$ cat src/rtl/uart_frame_rx.sv
// uart_frame_rx: assembles SYNC/LEN/payload/CHK frames from a byte-strobe
// UART receiver, holds a good payload for a consumer, and flags framing errors.
module uart_frame_rx #(
    parameter logic [7:0] c_sync_byte      = 8'hA5,
    parameter int         c_max_len        = 16,
    parameter int         c_timeout_cycles = 100_000
) (
    input  logic       clk,
    input  logic       rst,
    input  logic [7:0] din_i,
    input  logic       rx_done_tick_i,
    input  logic       frame_ack_i,
    input  logic [3:0] rd_addr_i,
    output logic [7:0] rd_data_o,
    output logic       frame_valid_o,
    output logic [4:0] frame_len_o,
    output logic       chk_err_tick_o,
    output logic       len_err_tick_o,
    output logic       timeout_tick_o,
    output logic       overrun_tick_o
);

    localparam int TW = $clog2(c_timeout_cycles + 1);
    localparam logic [TW-1:0] TO_LAST  = TW'(c_timeout_cycles - 1);
    localparam logic [7:0]    MAX_LEN8 = 8'(c_max_len);

    localparam logic [2:0] S_HUNT    = 3'd0;
    localparam logic [2:0] S_LEN     = 3'd1;
    localparam logic [2:0] S_PAYLOAD = 3'd2;
    localparam logic [2:0] S_CHK     = 3'd3;
    localparam logic [2:0] S_HOLD    = 3'd4;

    logic [2:0]    state;
    logic [TW-1:0] to_cnt;
    logic [3:0]    wr_idx;
    logic [4:0]    len_q;
    logic [7:0]    chk_q;
    // Sized to the full read address space so any rd_addr_i is in range.
    logic [7:0]    buf_mem [0:15];

    logic in_frame;
    logic to_hit;
    logic wr_en;

    assign in_frame = (state == S_LEN) || (state == S_PAYLOAD) || (state == S_CHK);
    // A byte arriving on the expiry cycle wins over the timeout.
    assign to_hit   = in_frame && !rx_done_tick_i && (to_cnt == TO_LAST);
    assign wr_en    = !rst && (state == S_PAYLOAD) && rx_done_tick_i;

    // Inter-byte idle counter, only runs while a frame is partially received.
    always_ff @(posedge clk) begin
        if (rst || !in_frame || rx_done_tick_i || to_hit)
            to_cnt <= '0;
        else
            to_cnt <= to_cnt + TW'(1);
    end

    // Frame FSM, running checksum and one-cycle error strobes.
    always_ff @(posedge clk) begin
        if (rst) begin
            state          <= S_HUNT;
            wr_idx         <= '0;
            len_q          <= '0;
            chk_q          <= '0;
            frame_valid_o  <= 1'b0;
            frame_len_o    <= '0;
            chk_err_tick_o <= 1'b0;
            len_err_tick_o <= 1'b0;
            timeout_tick_o <= 1'b0;
            overrun_tick_o <= 1'b0;
        end else begin
            chk_err_tick_o <= 1'b0;
            len_err_tick_o <= 1'b0;
            timeout_tick_o <= 1'b0;
            overrun_tick_o <= 1'b0;
            if (to_hit) begin
                timeout_tick_o <= 1'b1;
                state          <= S_HUNT;
            end else begin
                case (state)
                    S_HUNT: begin
                        if (rx_done_tick_i && din_i == c_sync_byte)
                            state <= S_LEN;
                    end
                    S_LEN: begin
                        if (rx_done_tick_i) begin
                            if (din_i != 8'd0 && din_i <= MAX_LEN8) begin
                                len_q  <= din_i[4:0];
                                chk_q  <= din_i;
                                wr_idx <= '0;
                                state  <= S_PAYLOAD;
                            end else begin
                                len_err_tick_o <= 1'b1;
                                state          <= S_HUNT;
                            end
                        end
                    end
                    S_PAYLOAD: begin
                        if (rx_done_tick_i) begin
                            chk_q  <= chk_q ^ din_i;
                            wr_idx <= wr_idx + 4'd1;
                            if ({1'b0, wr_idx} == len_q - 5'd1)
                                state <= S_CHK;
                        end
                    end
                    S_CHK: begin
                        if (rx_done_tick_i) begin
                            if (din_i == chk_q) begin
                                frame_valid_o <= 1'b1;
                                frame_len_o   <= len_q;
                                state         <= S_HOLD;
                            end else begin
                                chk_err_tick_o <= 1'b1;
                                state          <= S_HUNT;
                            end
                        end
                    end
                    S_HOLD: begin
                        // Payload is frozen; anything arriving now is lost.
                        if (rx_done_tick_i)
                            overrun_tick_o <= 1'b1;
                        if (frame_ack_i) begin
                            frame_valid_o <= 1'b0;
                            state         <= S_HUNT;
                        end
                    end
                    default: state <= S_HUNT;
                endcase
            end
        end
    end

    // Payload storage; contents survive reset, only the valid flag matters.
    always_ff @(posedge clk) begin
        if (wr_en)
            buf_mem[wr_idx] <= din_i;
    end

    // Registered read port.
    always_ff @(posedge clk) begin
        if (rst)
            rd_data_o <= '0;
        else
            rd_data_o <= buf_mem[rd_addr_i];
    end

endmodule

$ cat config.mk
export PLATFORM = sky130hd
export DESIGN_NAME = uart_frame_rx
export DESIGN_NICKNAME = d
export VERILOG_FILES = /design/src/rtl/uart_frame_rx.sv
export SDC_FILE = /design/constraint.sdc
export NUM_CORES = 1
export LEC_CHECK = 0
export BUFFER_PORTS_ARGS = -buffer_cell sky130_fd_sc_hd__buf_4
export CORE_ASPECT_RATIO = 1.2
export CORE_MARGIN = 2
export CORE_UTILIZATION = 50
export DETAILED_ROUTE_END_ITERATION = 8
export PLACE_DENSITY = 0.8
export SLEW_MARGIN = 20
export SYNTH_ARGS = -nofsm -noshare
export SYNTH_HDL_FRONTEND = slang
export SYNTH_SLANG_ARGS = --single-unit
export TNS_END_PERCENT = 10
$ cat constraint.sdc
create_clock -name clk -period 2.1 [get_ports clk]
set_clock_uncertainty 0.1 [all_clocks]
set_input_delay 0.315 -clock clk [delete_from_list [all_inputs] [get_ports clk]]
set_output_delay 0.315 -clock clk [all_outputs]
set_load 0.05 [all_outputs]
==> out/results.txt <==
total clock sinks - 183
worst path arrival time - 2.01 ns
share of the synthesized area in the top cell type - 51.1%
Die H - 138 um
1st-iter DRT viols - 584
DRT Pass-1 Iters - 5
Yosys cell types - 46
maximum fanout along the worst path - 8
I/O Buffers - 33
Syn Nets - 530
fmax - 510 MHz
share of power burned in combinational logic - 5.0%
mapped cell area - 0.00752 sq mm
CP Cell Sequence - nor2_1 > nand3_1 > nor2_1 > nand2_1 > nor3_1 > buf_4
clock-pin slew on the worst setup and hold paths - 0.07 ns
Final Util - 59.7%
clock root buffer - clkbuf_16
Min-Delay Path Class - in -> reg
CP required - 2.14 ns
Avg WL per Cell - 20.6 um
Clk pwr share - 42.0%
Final setup viols - 0
routed wire length - 16.4 mm
largest net degree at the start of global routing - 33
worst skew pair latency - 0.44 ns
Worst Max-Slew Pin Slew - 0.487 ns
cts bufs inserted - 17
Post-synth EDFFs - 128
CTS tree - done
final hold vios - 0
Mean Syn Cell Area - 14.8 sq um
diode count - 0
vias - 4609
Most common cell on crit path - nor2_1
VDD IR max - 480 uV
fin crit period - 1.96 ns
Psw - 0.00161 W
CP Launch Type - flop
Pint - 0.00569 W
Initial Util - 50.7%
Slew Viols, Final - 0
Fin Setup TNS - 0 ns
synth top area cells - edfxtp_1 51%, dfxtp_1 15%, mux4_2 12%
GRT Total Usage - 21.7%
Die W - 116 um
worst-case clock buffer depth - 2
Syn Inst Count - 508
NumNets Final - 602
top-count cell post-synth - edfxtp_1
Final ANT Viol Nets - 0
DRC Markers - 0
slowest stage delay, CP - 0.39 ns
Ports - 34
first-pass GRT wire length - 25.5 mm
initial antenna violation count - 0
grt ovf - 0
max-cap violations - 0
sequential-to-total area share from yosys stat - 65.7%
LEAKAGE - 2.97 nW
Synth area leader - edfxtp_1
layout cells sized above 1 - 25.8%
Setup CP Type - reg -> reg
dpl hpwl - 10.9 mm
vias in the first global route - 4649
async set-or-reset flop fraction in the synthesized netlist - 0%
Cell Rows - 49
Sw Ratio - 22.1%
Max transition margin - 67.5%
drt via density - 5.78
RePlAce Congestion - 0.862
RSZ-0062 raised after global routing - no
Final Cycle Share - 93.5%
H-tree levels - 4
Layout area overhead - 17.9%
pwr dens - 823 mW/mm^2
postcts setup bufs - 0
slowest library cell on the worst path - dfxtp_1
Synthesis Warnings - 0
synthesis-stage register bit count - 183
die footprint - 0.0160 sq mm
outcome - finished, final reports clean
Core ar. - 0.0148 sq mm
ys flop type - edfxtp_1
Reg power frac - 53.0%
Synth top cells by count - 128 x edfxtp_1, 55 x dfxtp_1, 47 x nor2_1
Crit. End Element - flop
[layout make-up]
cell class	count	area (sq um)
fill	1123	5970
inverter	8	30.0
tap	204	255
multi-input combinational	291	2430
timing repair buffer	79	637
clock inverter	15	141
clock buffer	17	425
sequential	183	4940
[power groups by stage]
stage	Combinational [W]	Clock, W	Sequential [W]
3_5_place_dp	0.000365	0	0.00395
4_1_cts	0.000370	0.00311	0.00387
6_report	0.000368	0.00306	0.00387
3_3_place_gp	0.000352	0	0.00395
2_1_floorplan	0.000162	0	0.00399
5_1_grt	0.000391	0.00325	0.00387
[through the flow]
step	total power, W	setup slack (ns)	cells	instance area, sq um	hold WS (ns)
2_1_floorplan	0.00415	0.000239	508	7520	0.314
3_3_place_gp	0.00430	-0.0202	764	8280	0.337
3_5_place_dp	0.00431	0.0318	764	8280	0.365
4_1_cts	0.00735	0.150	797	8860	0.0552
5_1_grt	0.00751	0.0277	797	8860	0.0706
6_report	0.00730	0.137	797	8860	0.0697
[repair_timing]
| item | CTS | global route |
|---|---|---|
| gates resized for setup | 0 | 2 |
| hold buffers | 1 | 0 |
| endpoints found under the hold margin | 1 | 0 |
| setup endpoints to repair | 0 | 14 |
[critical path, delay by kind of cell (launching register included)]
family / cells / cell delay (ns)
DFF: 1 / 0.39
and+or+nand+nor: 5 / 0.93
buffers and inverters: 1 / 0.25
[registers in the layout, summed over array words and instances (netlist names)]
name	cells
overrun_tick_o	1
frame_valid_o	1
to_cnt	17
wr_idx	4
chk_err_tick_o	1
rd_data_o	8
timeout_tick_o	1
len_err_tick_o	1
buf_mem	128
frame_len_o	5
len_q	5
chk_q	8
state	3
[worst paths after layout]
kind	from	end	slack [ns]	depth (start not counted)
worst max-delay path	state[0]	buf_mem[0][6]	0.14	6
worst min register to register	to_cnt[0]	to_cnt[0]	0.38	1
worst min-delay path	din_i[4]	len_q[4]	0.07	3
worst max register to register	state[0]	buf_mem[0][6]	0.14	6
[cells in the final DEF, fill, tap and decap left out, types with 8 or more instances in the layout]
cell         n
o21ai_0     13
nor3_1      12
buf_4       74
nor2_1      47
nand2_1     24
mux4_2      40
clkbuf_16   17
dfxtp_1     55
xor2_1      15
inv_1        8
nand3_1     20
edfxtp_1   128
nor2b_1     15
a21oi_1     17
xnor2_1     13
[layer usage]
layer  track usage [%]  routed length, um  up-vias
met5                 0                  0        -
met4              10.6                602        0
met3              4.69                878       42
met2              36.6               8530      190
met1              26.3               6390     2289
li1                  -                  -     2088
[cell families after synthesis]
logic type / after synthesis / synth area share (%)
and+or+nand+nor: 159 / 10.9
buffers and inverters: 34 / 1.96
adders and majority gates: 6 / 0.998
xor gates and xnor gates: 28 / 3.26
DFF: 183 / 65.7
muxes: 46 / 12.8
AOI/OAI and AO/OA: 52 / 4.38
Note: power is estimated with default switching activity, not from simulation.
